**src/rtl/bf_pkg.sv**
```systemverilog
// rtl/bf_pkg.sv - shared constants, state encoding and edge-word layout for the Bellman-Ford controller
//
// Purpose: single home for the FSM state encoding, default sizes (node/edge/
// distance widths), the INF sentinel and the bit offsets of the {u,v,w}
// fields inside an edge-ROM word.
package bf_pkg;

  localparam int BF_NODES     = 32;
  localparam int BF_MAX_EDGES = 64;
  localparam int BF_DW        = 12;
  localparam int BF_NW        = 5;
  localparam int BF_EW        = 6;
  localparam int BF_INF       = (1 << (BF_DW - 1)) - 1;

  typedef enum logic [3:0] {
    IDLE,
    INIT,
    E_RD,
    U_RD,
    V_RD,
    CMP,
    WR,
    NEXT,
    CHECK,
    DONE
  } bf_state_e;

  // Largest positive value of a signed dw-bit distance; doubles as "unreached".
  function automatic int bf_inf(input int dw);
    return (1 << (dw - 1)) - 1;
  endfunction

  // Edge word is {u, v, w}: w in the low dw bits, v above it, u on top.
  function automatic int bf_w_lsb();
    return 0;
  endfunction

  function automatic int bf_v_lsb(input int dw);
    return dw;
  endfunction

  function automatic int bf_u_lsb(input int nw, input int dw);
    return nw + dw;
  endfunction

endpackage

```
**src/rtl/bf_relax_unit.sv**
```systemverilog
// rtl/bf_relax_unit.sv - combinational relax test and saturation-safe sum for one edge
//
// Purpose: decide whether edge (u,v,w) improves dist[v].
// Ports:
//   du_i    - dist[u], signed DW bits
//   dv_i    - dist[v], signed DW bits
//   w_i     - edge weight, signed DW bits
//   relax_o - 1 when du != INF, du+w < dv and du+w < INF
//   sum_o   - du+w truncated to DW bits (only meaningful when relax_o=1)
module bf_relax_unit
  import bf_pkg::*;
#(
  parameter int DW = BF_DW
) (
  input  logic [DW-1:0] du_i,
  input  logic [DW-1:0] dv_i,
  input  logic [DW-1:0] w_i,
  output logic          relax_o,
  output logic [DW-1:0] sum_o
);

  localparam logic [DW-1:0]        INF   = DW'(bf_inf(DW));
  localparam logic signed [DW:0]   INF_X = (DW + 1)'(bf_inf(DW));

  logic signed [DW:0] du_x;
  logic signed [DW:0] dv_x;
  logic signed [DW:0] w_x;
  logic signed [DW:0] sum_x;

  // One extra bit keeps du+w from wrapping, so the "< INF" test catches
  // sums that would overflow the stored width.
  always_comb begin
    du_x    = {du_i[DW-1], du_i};
    dv_x    = {dv_i[DW-1], dv_i};
    w_x     = {w_i[DW-1], w_i};
    sum_x   = du_x + w_x;
    relax_o = (du_i != INF) && (sum_x < dv_x) && (sum_x < INF_X);
    sum_o   = sum_x[DW-1:0];
  end

endmodule

```
**src/rtl/bf_relax_ctrl.sv**
```systemverilog
// rtl/bf_relax_ctrl.sv - Bellman-Ford shortest-path controller over external edge ROM and dist/pred RAMs
//
// Purpose: on start, initialise dist/pred for every node, then sweep the edge
// list relaxing edges until a pass makes no change or NODES-1 passes have run,
// followed by a write-free pass that flags a negative cycle.
// Ports:
//   clk, rst               - clock, asynchronous active-high reset
//   start, src_node        - solve request (accepted in IDLE/DONE), source node
//   num_edges              - number of valid edges in the ROM
//   edge_addr / edge_data  - edge ROM read, data {u,v,w} one cycle later
//   dist_addr/we/wdata/rdata - distance RAM, 1-cycle read latency
//   pred_we/addr/wdata     - predecessor RAM write port
//   busy, done, neg_cycle, iter_count - status
module bf_relax_ctrl
  import bf_pkg::*;
#(
  parameter int NODES     = BF_NODES,
  parameter int MAX_EDGES = BF_MAX_EDGES,
  parameter int DW        = BF_DW,
  localparam int NW       = $clog2(NODES),
  localparam int EW       = $clog2(MAX_EDGES)
) (
  input  logic                 clk,
  input  logic                 rst,
  input  logic                 start,
  input  logic [NW-1:0]        src_node,
  input  logic [EW:0]          num_edges,
  output logic [EW-1:0]        edge_addr,
  input  logic [2*NW+DW-1:0]   edge_data,
  output logic [NW-1:0]        dist_addr,
  output logic                 dist_we,
  output logic [DW-1:0]        dist_wdata,
  input  logic [DW-1:0]        dist_rdata,
  output logic                 pred_we,
  output logic [NW-1:0]        pred_addr,
  output logic [NW-1:0]        pred_wdata,
  output logic                 busy,
  output logic                 done,
  output logic                 neg_cycle,
  output logic [NW-1:0]        iter_count
);

  localparam int W_LSB = bf_w_lsb();
  localparam int V_LSB = bf_v_lsb(DW);
  localparam int U_LSB = bf_u_lsb(NW, DW);
  localparam logic [DW-1:0] INF       = DW'(bf_inf(DW));
  localparam logic [NW-1:0] LAST_NODE = NW'(NODES - 1);

  bf_state_e     state_q, state_d;
  logic [NW-1:0] node_q, node_d;
  logic [EW-1:0] eidx_q, eidx_d;
  logic [NW-1:0] src_q, src_d;
  logic [EW:0]   ne_q, ne_d;
  logic [NW-1:0] u_q, u_d;
  logic [NW-1:0] v_q, v_d;
  logic [DW-1:0] w_q, w_d;
  logic [DW-1:0] du_q, du_d;
  logic [DW-1:0] sum_q, sum_d;
  logic          chg_q, chg_d;   // current pass relaxed at least one edge
  logic          chk_q, chk_d;   // running the write-free negative-cycle pass
  logic          neg_q, neg_d;
  logic [NW-1:0] iter_q, iter_d;

  logic [NW-1:0] e_u, e_v;
  logic [DW-1:0] e_w;
  logic [EW:0]   eidx_nx;
  logic [NW-1:0] iter_nx;
  logic          relax;
  logic [DW-1:0] sum;

  assign e_u     = edge_data[U_LSB +: NW];
  assign e_v     = edge_data[V_LSB +: NW];
  assign e_w     = edge_data[W_LSB +: DW];
  assign eidx_nx = {1'b0, eidx_q} + {{EW{1'b0}}, 1'b1};
  assign iter_nx = iter_q + {{(NW-1){1'b0}}, 1'b1};

  // dist[v] arrives on dist_rdata during CMP and is consumed directly there.
  bf_relax_unit #(.DW(DW)) u_relax (
    .du_i    (du_q),
    .dv_i    (dist_rdata),
    .w_i     (w_q),
    .relax_o (relax),
    .sum_o   (sum)
  );

  always_ff @(posedge clk or posedge rst) begin
    if (rst) begin
      state_q <= IDLE;
      node_q  <= '0;
      eidx_q  <= '0;
      src_q   <= '0;
      ne_q    <= '0;
      u_q     <= '0;
      v_q     <= '0;
      w_q     <= '0;
      du_q    <= '0;
      sum_q   <= '0;
      chg_q   <= 1'b0;
      chk_q   <= 1'b0;
      neg_q   <= 1'b0;
      iter_q  <= '0;
    end else begin
      state_q <= state_d;
      node_q  <= node_d;
      eidx_q  <= eidx_d;
      src_q   <= src_d;
      ne_q    <= ne_d;
      u_q     <= u_d;
      v_q     <= v_d;
      w_q     <= w_d;
      du_q    <= du_d;
      sum_q   <= sum_d;
      chg_q   <= chg_d;
      chk_q   <= chk_d;
      neg_q   <= neg_d;
      iter_q  <= iter_d;
    end
  end

  always_comb begin
    state_d    = state_q;
    node_d     = node_q;
    eidx_d     = eidx_q;
    src_d      = src_q;
    ne_d       = ne_q;
    u_d        = u_q;
    v_d        = v_q;
    w_d        = w_q;
    du_d       = du_q;
    sum_d      = sum_q;
    chg_d      = chg_q;
    chk_d      = chk_q;
    neg_d      = neg_q;
    iter_d     = iter_q;
    edge_addr  = eidx_q;
    dist_addr  = '0;
    dist_we    = 1'b0;
    dist_wdata = '0;
    pred_we    = 1'b0;
    pred_addr  = '0;
    pred_wdata = '0;

    case (state_q)
      IDLE, DONE: begin
        if (start) begin
          state_d = INIT;
          node_d  = '0;
          eidx_d  = '0;
          src_d   = src_node;
          ne_d    = num_edges;
          iter_d  = '0;
          neg_d   = 1'b0;
          chg_d   = 1'b0;
          chk_d   = 1'b0;
        end
      end
      INIT: begin
        dist_addr  = node_q;
        dist_we    = 1'b1;
        dist_wdata = (node_q == src_q) ? '0 : INF;
        pred_we    = 1'b1;
        pred_addr  = node_q;
        pred_wdata = node_q;
        if (node_q == LAST_NODE) begin
          state_d = (ne_q == '0) ? DONE : E_RD;
        end else begin
          node_d = node_q + {{(NW-1){1'b0}}, 1'b1};
        end
      end
      E_RD: state_d = U_RD;
      U_RD: begin
        u_d       = e_u;
        v_d       = e_v;
        w_d       = e_w;
        dist_addr = e_u;
        state_d   = V_RD;
      end
      V_RD: begin
        du_d      = dist_rdata;
        dist_addr = v_q;
        state_d   = CMP;
      end
      CMP: begin
        sum_d = sum;
        if (relax) begin
          if (chk_q) begin
            neg_d   = 1'b1;
            state_d = DONE;
          end else begin
            state_d = WR;
          end
        end else begin
          state_d = NEXT;
        end
      end
      WR: begin
        dist_addr  = v_q;
        dist_we    = 1'b1;
        dist_wdata = sum_q;
        pred_we    = 1'b1;
        pred_addr  = v_q;
        pred_wdata = u_q;
        chg_d      = 1'b1;
        state_d    = NEXT;
      end
      NEXT: begin
        if (eidx_nx == ne_q) begin
          eidx_d = '0;
          if (chk_q) begin
            state_d = DONE;
          end else begin
            iter_d = iter_nx;
            chg_d  = 1'b0;
            if (!chg_q)                  state_d = DONE;
            else if (iter_nx == LAST_NODE) state_d = CHECK;
            else                         state_d = E_RD;
          end
        end else begin
          eidx_d  = eidx_nx[EW-1:0];
          state_d = E_RD;
        end
      end
      CHECK: begin
        chk_d   = 1'b1;
        state_d = E_RD;
      end
      default: state_d = IDLE;
    endcase
  end

  assign busy       = (state_q != IDLE) && (state_q != DONE);
  assign done       = (state_q == DONE);
  assign neg_cycle  = neg_q;
  assign iter_count = iter_q;

endmodule

```
**config.mk**
```make
export PLATFORM = sky130hd
export DESIGN_NAME = bf_relax_ctrl
export DESIGN_NICKNAME = d
export VERILOG_FILES = /design/src/rtl/bf_pkg.sv /design/src/rtl/bf_relax_unit.sv /design/src/rtl/bf_relax_ctrl.sv
export SDC_FILE = /design/constraint.sdc
export NUM_CORES = 1
export LEC_CHECK = 0
export CORE_ASPECT_RATIO = 0.6
export CORE_MARGIN = 3
export CORE_UTILIZATION = 45
export CTS_CLUSTER_DIAMETER = 30
export DETAILED_ROUTE_END_ITERATION = 16
export GPL_ROUTABILITY_DRIVEN = 0
export GPL_TIMING_DRIVEN = 0
export PLACE_DENSITY = 0.73
export RECOVER_POWER = 100
export SLEW_MARGIN = 0
export SYNTH_ARGS = -nofsm -noshare
export SYNTH_HDL_FRONTEND = slang
export SYNTH_SLANG_ARGS = --single-unit
```
**constraint.sdc**
```tcl
create_clock -name clk -period 3.4 [get_ports clk]
set_input_delay 0.68 -clock clk [delete_from_list [all_inputs] [get_ports clk]]
set_output_delay 0.68 -clock clk [all_outputs]
set_load 0.02 [all_outputs]
```
### Word level (Yosys, flattened, before mapping)

Cells that the tools add are included.

* bits in registers: 81
* input port bits: 49
* output and inout port bits: 43
* logic and storage cells: 97

* add/sub/neg operators: 4
* magnitude comparators: 2
* equality and inequality tests: 22
* multiplexer cells: 33
* reductions and logical operators: 22

Operator list (count)
* $pmux W5 S2: 4
* $mux W4: 9
* $pmux W4 S9: 1
* $pmux W12 S2: 1
* $mux W5: 4
* $eq A4 B3 Y1 const B: 4
* $pmux W5 S3: 1
* $ne A2 B2 Y1 const B: 7
* $add A12 B12 Y13: 1
* $lt A13 B12 Y1: 1
* $lt A13 B12 Y1 const B: 1
* $mux W6: 2
* $ne A12 B11 Y1 const B: 1
* $pmux W6 S2: 1
* $reduce_and A4 Y1: 3
* $mux W11: 1
* $add A5 B1 Y5 const B: 2
* $eq A5 B5 Y1 const B: 2
* $eq A4 B2 Y1 const B: 2
* $eq A4 B4 Y1 const B: 2
* $reduce_and A2 Y1: 4
* $reduce_bool A2 Y1: 4
* $add A6 B1 Y7 const B: 1
* $eq A7 B7 Y1: 1
* 13 further kinds: 23

### Depth between registers and ports, before layout

* depth in word-level cells: 7
* gate-level depth with buffers: 16
* depth with buffers taken out: 16

### Hierarchy

A second synthesis with hierarchy kept.

* cells, all modules: 576
* area total of the unflattened synthesis: 4972.3 um^2

By module, submodules not included
* bf_relax_ctrl: times used 1, cells each 444, area an instance 4007.6 um^2, sequential area each 2026.9 um^2
* bf_relax_unit: times used 1, cells each 132, area an instance 964.7 um^2, sequential area each 0.0 um^2

### Least setup slack after synthesis

No wires, ideal clock.

* kind: reg2reg
* from: register du_q[0]
* to: register state_q[3]
* library setup time: 67 ps
* arrival: 3511 ps
* data required time: 3333 ps
* slack: -178 ps
* stages on the path, launching flop included: 16
* path buffers: 0
* period minus slack after synthesis: 3578 ps
* cells stage by stage: dfrtp_1 -> ha_1 -> inv_1 -> fa_1 -> and2b_1 -> o2111a_1 -> or4_1 -> and2_1 -> ha_1 -> a21oi_1 -> o21ai_0 -> a221oi_1 -> o221ai_1 -> a21o_1 -> a211oi_1 -> a221o_1

* word-level cells in the longest chain between the ends: 6
* elaborated cells on any way between the ends: 8
* classes of those cells: add/sub: 1; order compare: 2; eq/ne: 1; mux: 2; reduce/logical: 2

Ends and longest elaborated chain
* from (decl): line bf_relax_ctrl.sv:57 `logic [DW-1:0] du_q, du_d;`
* from (signal assigned): line bf_relax_ctrl.sv:111 `du_q <= du_d;`
* $add A12 B12 Y13 (*): line bf_relax_unit.sv:36 `sum_x = du_x + w_x;`
* net sum[6]: line bf_relax_ctrl.sv:69 `logic [DW-1:0] sum;`
* $lt A13 B12 Y1: line bf_relax_unit.sv:37 `relax_o = (du_i != INF) && (sum_x < dv_x) && (sum_x < INF_X);`
* $logic_and A1 B1 Y1: line bf_relax_unit.sv:37
* $logic_and A1 B1 Y1 (*): line bf_relax_unit.sv:37
* $mux W4 (*): line bf_relax_ctrl.sv:185 `if (relax) begin`
* $pmux W4 S9 (*): line bf_relax_ctrl.sv:143 `case (state_q)`
* to (signal assigned): line bf_relax_ctrl.sv:103 `state_q <= state_d;`
* to (decl): line bf_relax_ctrl.sv:49 `bf_state_e state_q, state_d;`

The timed path passes the listed nets; every way through them passes the cells marked *.
A chain may end at the register's enable or synchronous reset.

### Final worst setup path

* from: register w_q[0]
* to: register state_q[3]

* word-level cells in the longest chain between the ends: 6
* elaborated cells on any way between the ends: 7
* classes of those cells: add/sub: 1; order compare: 2; mux: 2; reduce/logical: 2

Ends and longest elaborated chain
* from (decl): line bf_relax_ctrl.sv:56 `logic [DW-1:0] w_q, w_d;`
* from (signal assigned): line bf_relax_ctrl.sv:110 `w_q <= w_d;`
* $add A12 B12 Y13 (*): line bf_relax_unit.sv:36
* net sum[6]: line bf_relax_ctrl.sv:69
* $lt A13 B12 Y1: line bf_relax_unit.sv:37
* $logic_and A1 B1 Y1: line bf_relax_unit.sv:37
* $logic_and A1 B1 Y1 (*): line bf_relax_unit.sv:37
* $mux W4 (*): line bf_relax_ctrl.sv:185
* $pmux W4 S9 (*): line bf_relax_ctrl.sv:143

Marks and branches as above.

==> results.md <==
* Setup slack, reg-to-reg at -0.33 ns
* Violations in the final reports: setup timing
* Number of design rule violations left after detail routing at 0
* Highest clock frequency the design can meet at 0.268 GHz
* Max-slew violation total from the final report at 0
* Final count of negative-setup-slack endpoints at 11
* Final Skew at roughly 0.0044 ns
* Internal Power at 4.51 mW
* TritonRoute pass-1 iters at 5
* Overall Global Routing Usage at 24.4%
* Mux cell area share after synthesis at 3.74%
* Combinational cell fraction of total power at 65.4%
* Leading cell type by number of instances after synthesis: sky130_fd_sc_hd__nand2_1
* Final hold viol count at 0
* Worst setup slack after layout at -0.334 ns
* Number of synthesis warnings at 0
* Top fanout value on the critical path at 3
* Kind of path behind the tightest hold check: reg2reg
* Max clock buf depth at 2
* Post-synth EDFFs at 0
* Count of vias placed by the detailed router at 4969
* Dominant combinational cell family by area after synthesis: simple AND/OR/NAND/NOR gates
* TritonCTS clock tree: yes
* CP Data Required Time at 3.68 ns
* Starting DRT DRC Count at 430
* Syn_nets at 698
* Critical path start-end classification: reg2reg
* Layout Cells excl Fill at 877
* Die outline height at 88.6 µm
* Worst-case hold slack at between 0.4 and 0.5 ns
* Fillers at 964
* Routed length per placed instance at between 15 and 20 µm
* Average size of a mapped cell at 8.24 µm²
* Die Outline Area at 12700 µm²
* Core area at between 10000 and 15000 µm²
* Area fraction in compound gates after synthesis at 14.5%
* Starting utilization of the core area at 47.3%
* Number of nets at the end of the flow at 810
* Net Sw Power at 4.10 mW
* PortBufs at 91
* Top-level I/O count at 92
* Largest net degree at the start of global routing at 57
* Adder-cell area share of the yosys netlist at about 7.0%
* Average vias per placed instance at 5.67
* Unrepaired setup endpoints after global routing: yes
* Leakage component of the power at 3.21 nW
* Total power per unit cell area at approximately 1300 nW/µm²
* Total clock buffers created by CTS at 9
* Number of core rows at 29
* Signed area change from the synthesized netlist to the final layout at 33.2%
* Post-CTS Hold Fix Bufs at 0
* Clock latency of the later-clocked register in the worst-skew pair at 0.34 ns
* Final wirelength at 15.2 mm
* Share of the clock period used by the worst path at 110%
* Depth of the CTS H-tree at 3
* Launch instance of the worst register-to-register path: w_q[0]
* Netlist Area Pre-Place at 5120 µm²
* Worst Setup SP: w_q[0]
* Xor/xnor share of the synthesized area at 3.59%
* Post-synthesis async set-or-reset flop share at between 90% and 100%
* R2r endpoint: state_q[3]
* Number of antenna-violating nets in the routed design at 0
* Clock Tree Root: sky130_fd_sc_hd__clkbuf_16
* Fraction of power consumed by the clock network at 12.8%
* Critical path destination: state_q[3]
* Proportion of synthesized chip area in sequential cells at between 30% and 40%
* Critical Path Start Type: flop
* Number of sinks handled by clock tree synthesis at 81
* Part of the power in registers at 21.8%
* Die outline width at 144 µm
* Half-perimeter wire length of the detailed placement result at 11.3 mm
* Setup crit end kind: flop
* Cell type contributing the most total cell area after synthesis: sky130_fd_sc_hd__dfrtp_1
* Number of distinct library cell variants in the gate-level netlist after synthesis at 58
* Most common flop cell mapped by yosys: sky130_fd_sc_hd__dfrtp_1
* Critical path data arrival time at approximately 4 ns
* Worst Reg-to-Reg Cells at 15
* Peak supply drop at 0.513 mV
* Via count of the first global-routing pass at 4669
* Gr ovfl total at 0
* Sw Ratio at 47.6%
* Relative slew margins at 6.79%
* Status: finished, violations left
* Final std cell area, no fill at 6820 µm²
* Clock transition time at the flip-flop clock pins of the worst setup and hold paths at about 0.060 ns
* Leading post-synthesis cells by cell area: sky130_fd_sc_hd__dfrtp_1 (40%), sky130_fd_sc_hd__nand2_1 (14%), sky130_fd_sc_hd__ha_1 (6.6%)
* Area share of the leading cell type in the synthesized netlist at 39.6%
* Commonest cells in the netlist: sky130_fd_sc_hd__nand2_1 (188), sky130_fd_sc_hd__dfrtp_1 (81), sky130_fd_sc_hd__inv_1 (31), sky130_fd_sc_hd__o21ai_0 (28), sky130_fd_sc_hd__ha_1 (27)
* Placed Cells at 852
* Number of antenna violations at the first check in global routing at 0
* Number of inserted diodes at 0
* Pin slew with the least headroom to its limit at 1.40 ns
* Cell area reported after detailed placement at about 6300 µm²
* Register bit count reported by yosys at 81
* Layout Utilization at 63.1%
* Cells after Synth at just over 600
* Global-route wire length before repair at 24.2 mm
* Share of final-layout standard cells stronger than drive strength 1 at approximately an eighth
* Max-Cap Viols at 0
* Post-layout minimum cycle time at 3.73 ns
* Simple-gate share of the synthesized area at a little over a quarter
-- layer usage --
layer / track usage (%) / part of all wire [%] / vias to the layer above
met5: 0 / 0 / -
met4: 5.38 / 1.1 / 0
met3: 7.34 / 8.7 / 17
met2: 35.1 / 42 / 191
met1: 36.3 / 48 / 2394
li1: - / - / 2367
-- per-stage QoR --
step	worst slack [ns]	total power, mW	setup TNS (ns)
2_1_floorplan	0.00677	5.12	0
3_3_place_gp	-0.696	6.50	-70.46
3_5_place_dp	-0.652	6.70	-15.19
4_1_cts	-0.383	8.13	-1.23
5_1_grt	-0.458	9.25	-5.34
6_report	-0.334	8.61	-1.45
-- critical path, cell delays in order, from the launching register on --
cell and delay [ns]:
sky130_fd_sc_hd__dfrtp_1 0.40, sky130_fd_sc_hd__ha_2 0.19, sky130_fd_sc_hd__inv_2 0.05, sky130_fd_sc_hd__fa_2 0.20
sky130_fd_sc_hd__and2b_2 0.25, sky130_fd_sc_hd__o2111a_2 0.30, sky130_fd_sc_hd__or4_4 0.43, sky130_fd_sc_hd__and2_4 0.19
sky130_fd_sc_hd__ha_4 0.22, sky130_fd_sc_hd__a21oi_4 0.12, sky130_fd_sc_hd__o21ai_2 0.08, sky130_fd_sc_hd__a221oi_4 0.29
sky130_fd_sc_hd__o221ai_1 0.17, sky130_fd_sc_hd__a21o_1 0.22, sky130_fd_sc_hd__a211oi_4 0.32, sky130_fd_sc_hd__a221o_1 0.22
-- cell type report --
type	count	area (µm²)	share of cell area, %
flip-flops and latches	81	2030	29.7
repair buffers	103	996	14.6
clock inverters	6	96.3	1.41
plain buffers	27	123	1.80
well taps	139	174	2.55
inverters	31	118	1.72
clock buffers	10	239	3.50
multi-input cells	480	3050	44.7
-- logic make-up after synthesis --
family	Yosys count
xor+xnor	21
flops	81
fa+ha+maj	28
simple gates	306
compound gates	108
mux	17
buf+inv	60
-- layout by cell type (no fill, tap or decap), types with 10 or more instances in the layout --
cell type                         instances
sky130_fd_sc_hd__ha_1                    24
sky130_fd_sc_hd__dlygate4sd3_1           13
sky130_fd_sc_hd__clkdlybuf4s50_1         76
sky130_fd_sc_hd__clkbuf_1                16
sky130_fd_sc_hd__nand3_1                 19
sky130_fd_sc_hd__inv_1                   29
sky130_fd_sc_hd__buf_4                   10
sky130_fd_sc_hd__xnor2_1                 12
sky130_fd_sc_hd__dfrtp_1                 81
sky130_fd_sc_hd__nand2_1                186
sky130_fd_sc_hd__mux2_2                  17
sky130_fd_sc_hd__nor2_1                  20
sky130_fd_sc_hd__o21ai_0                 25
-- registers in the layout (all words and copies together), names as in the netlist --
name,count
v_q,5
w_q,12
ne_q,7
chk_q,1
neg_cycle,1
sum_q,12
du_q,12
u_q,5
edge_addr,6
state_q,4
node_q,5
chg_q,1
src_q,5
iter_count,5
-- power groups by stage --
stage	logic, mW	clock network, mW	registers, mW
2_1_floorplan	3.37	0	1.74
3_3_place_gp	4.68	0	1.81
3_5_place_dp	4.86	0	1.84
4_1_cts	5.15	1.12	1.86
5_1_grt	6.17	1.16	1.92
6_report	5.63	1.11	1.87
-- worst min path at each step --
stage                    from         to  cells after the start
global placement    sum_q[11]  sum_q[11]                      2
global route           u_q[3]     u_q[3]                      2
CTS                    u_q[0]     u_q[0]                      2
floorplan           sum_q[11]  sum_q[11]                      2
detailed placement     u_q[0]     u_q[0]                      2
finish                 u_q[0]     u_q[0]                      2
-- timing repair --
action	CTS	global route
pin swaps	11	12
resized for setup	26	32
endpoints found under the setup margin	34	27
hold endpoints to repair	0	0
setup buffers	7	4
Note: power is estimated with default switching activity, not from simulation.
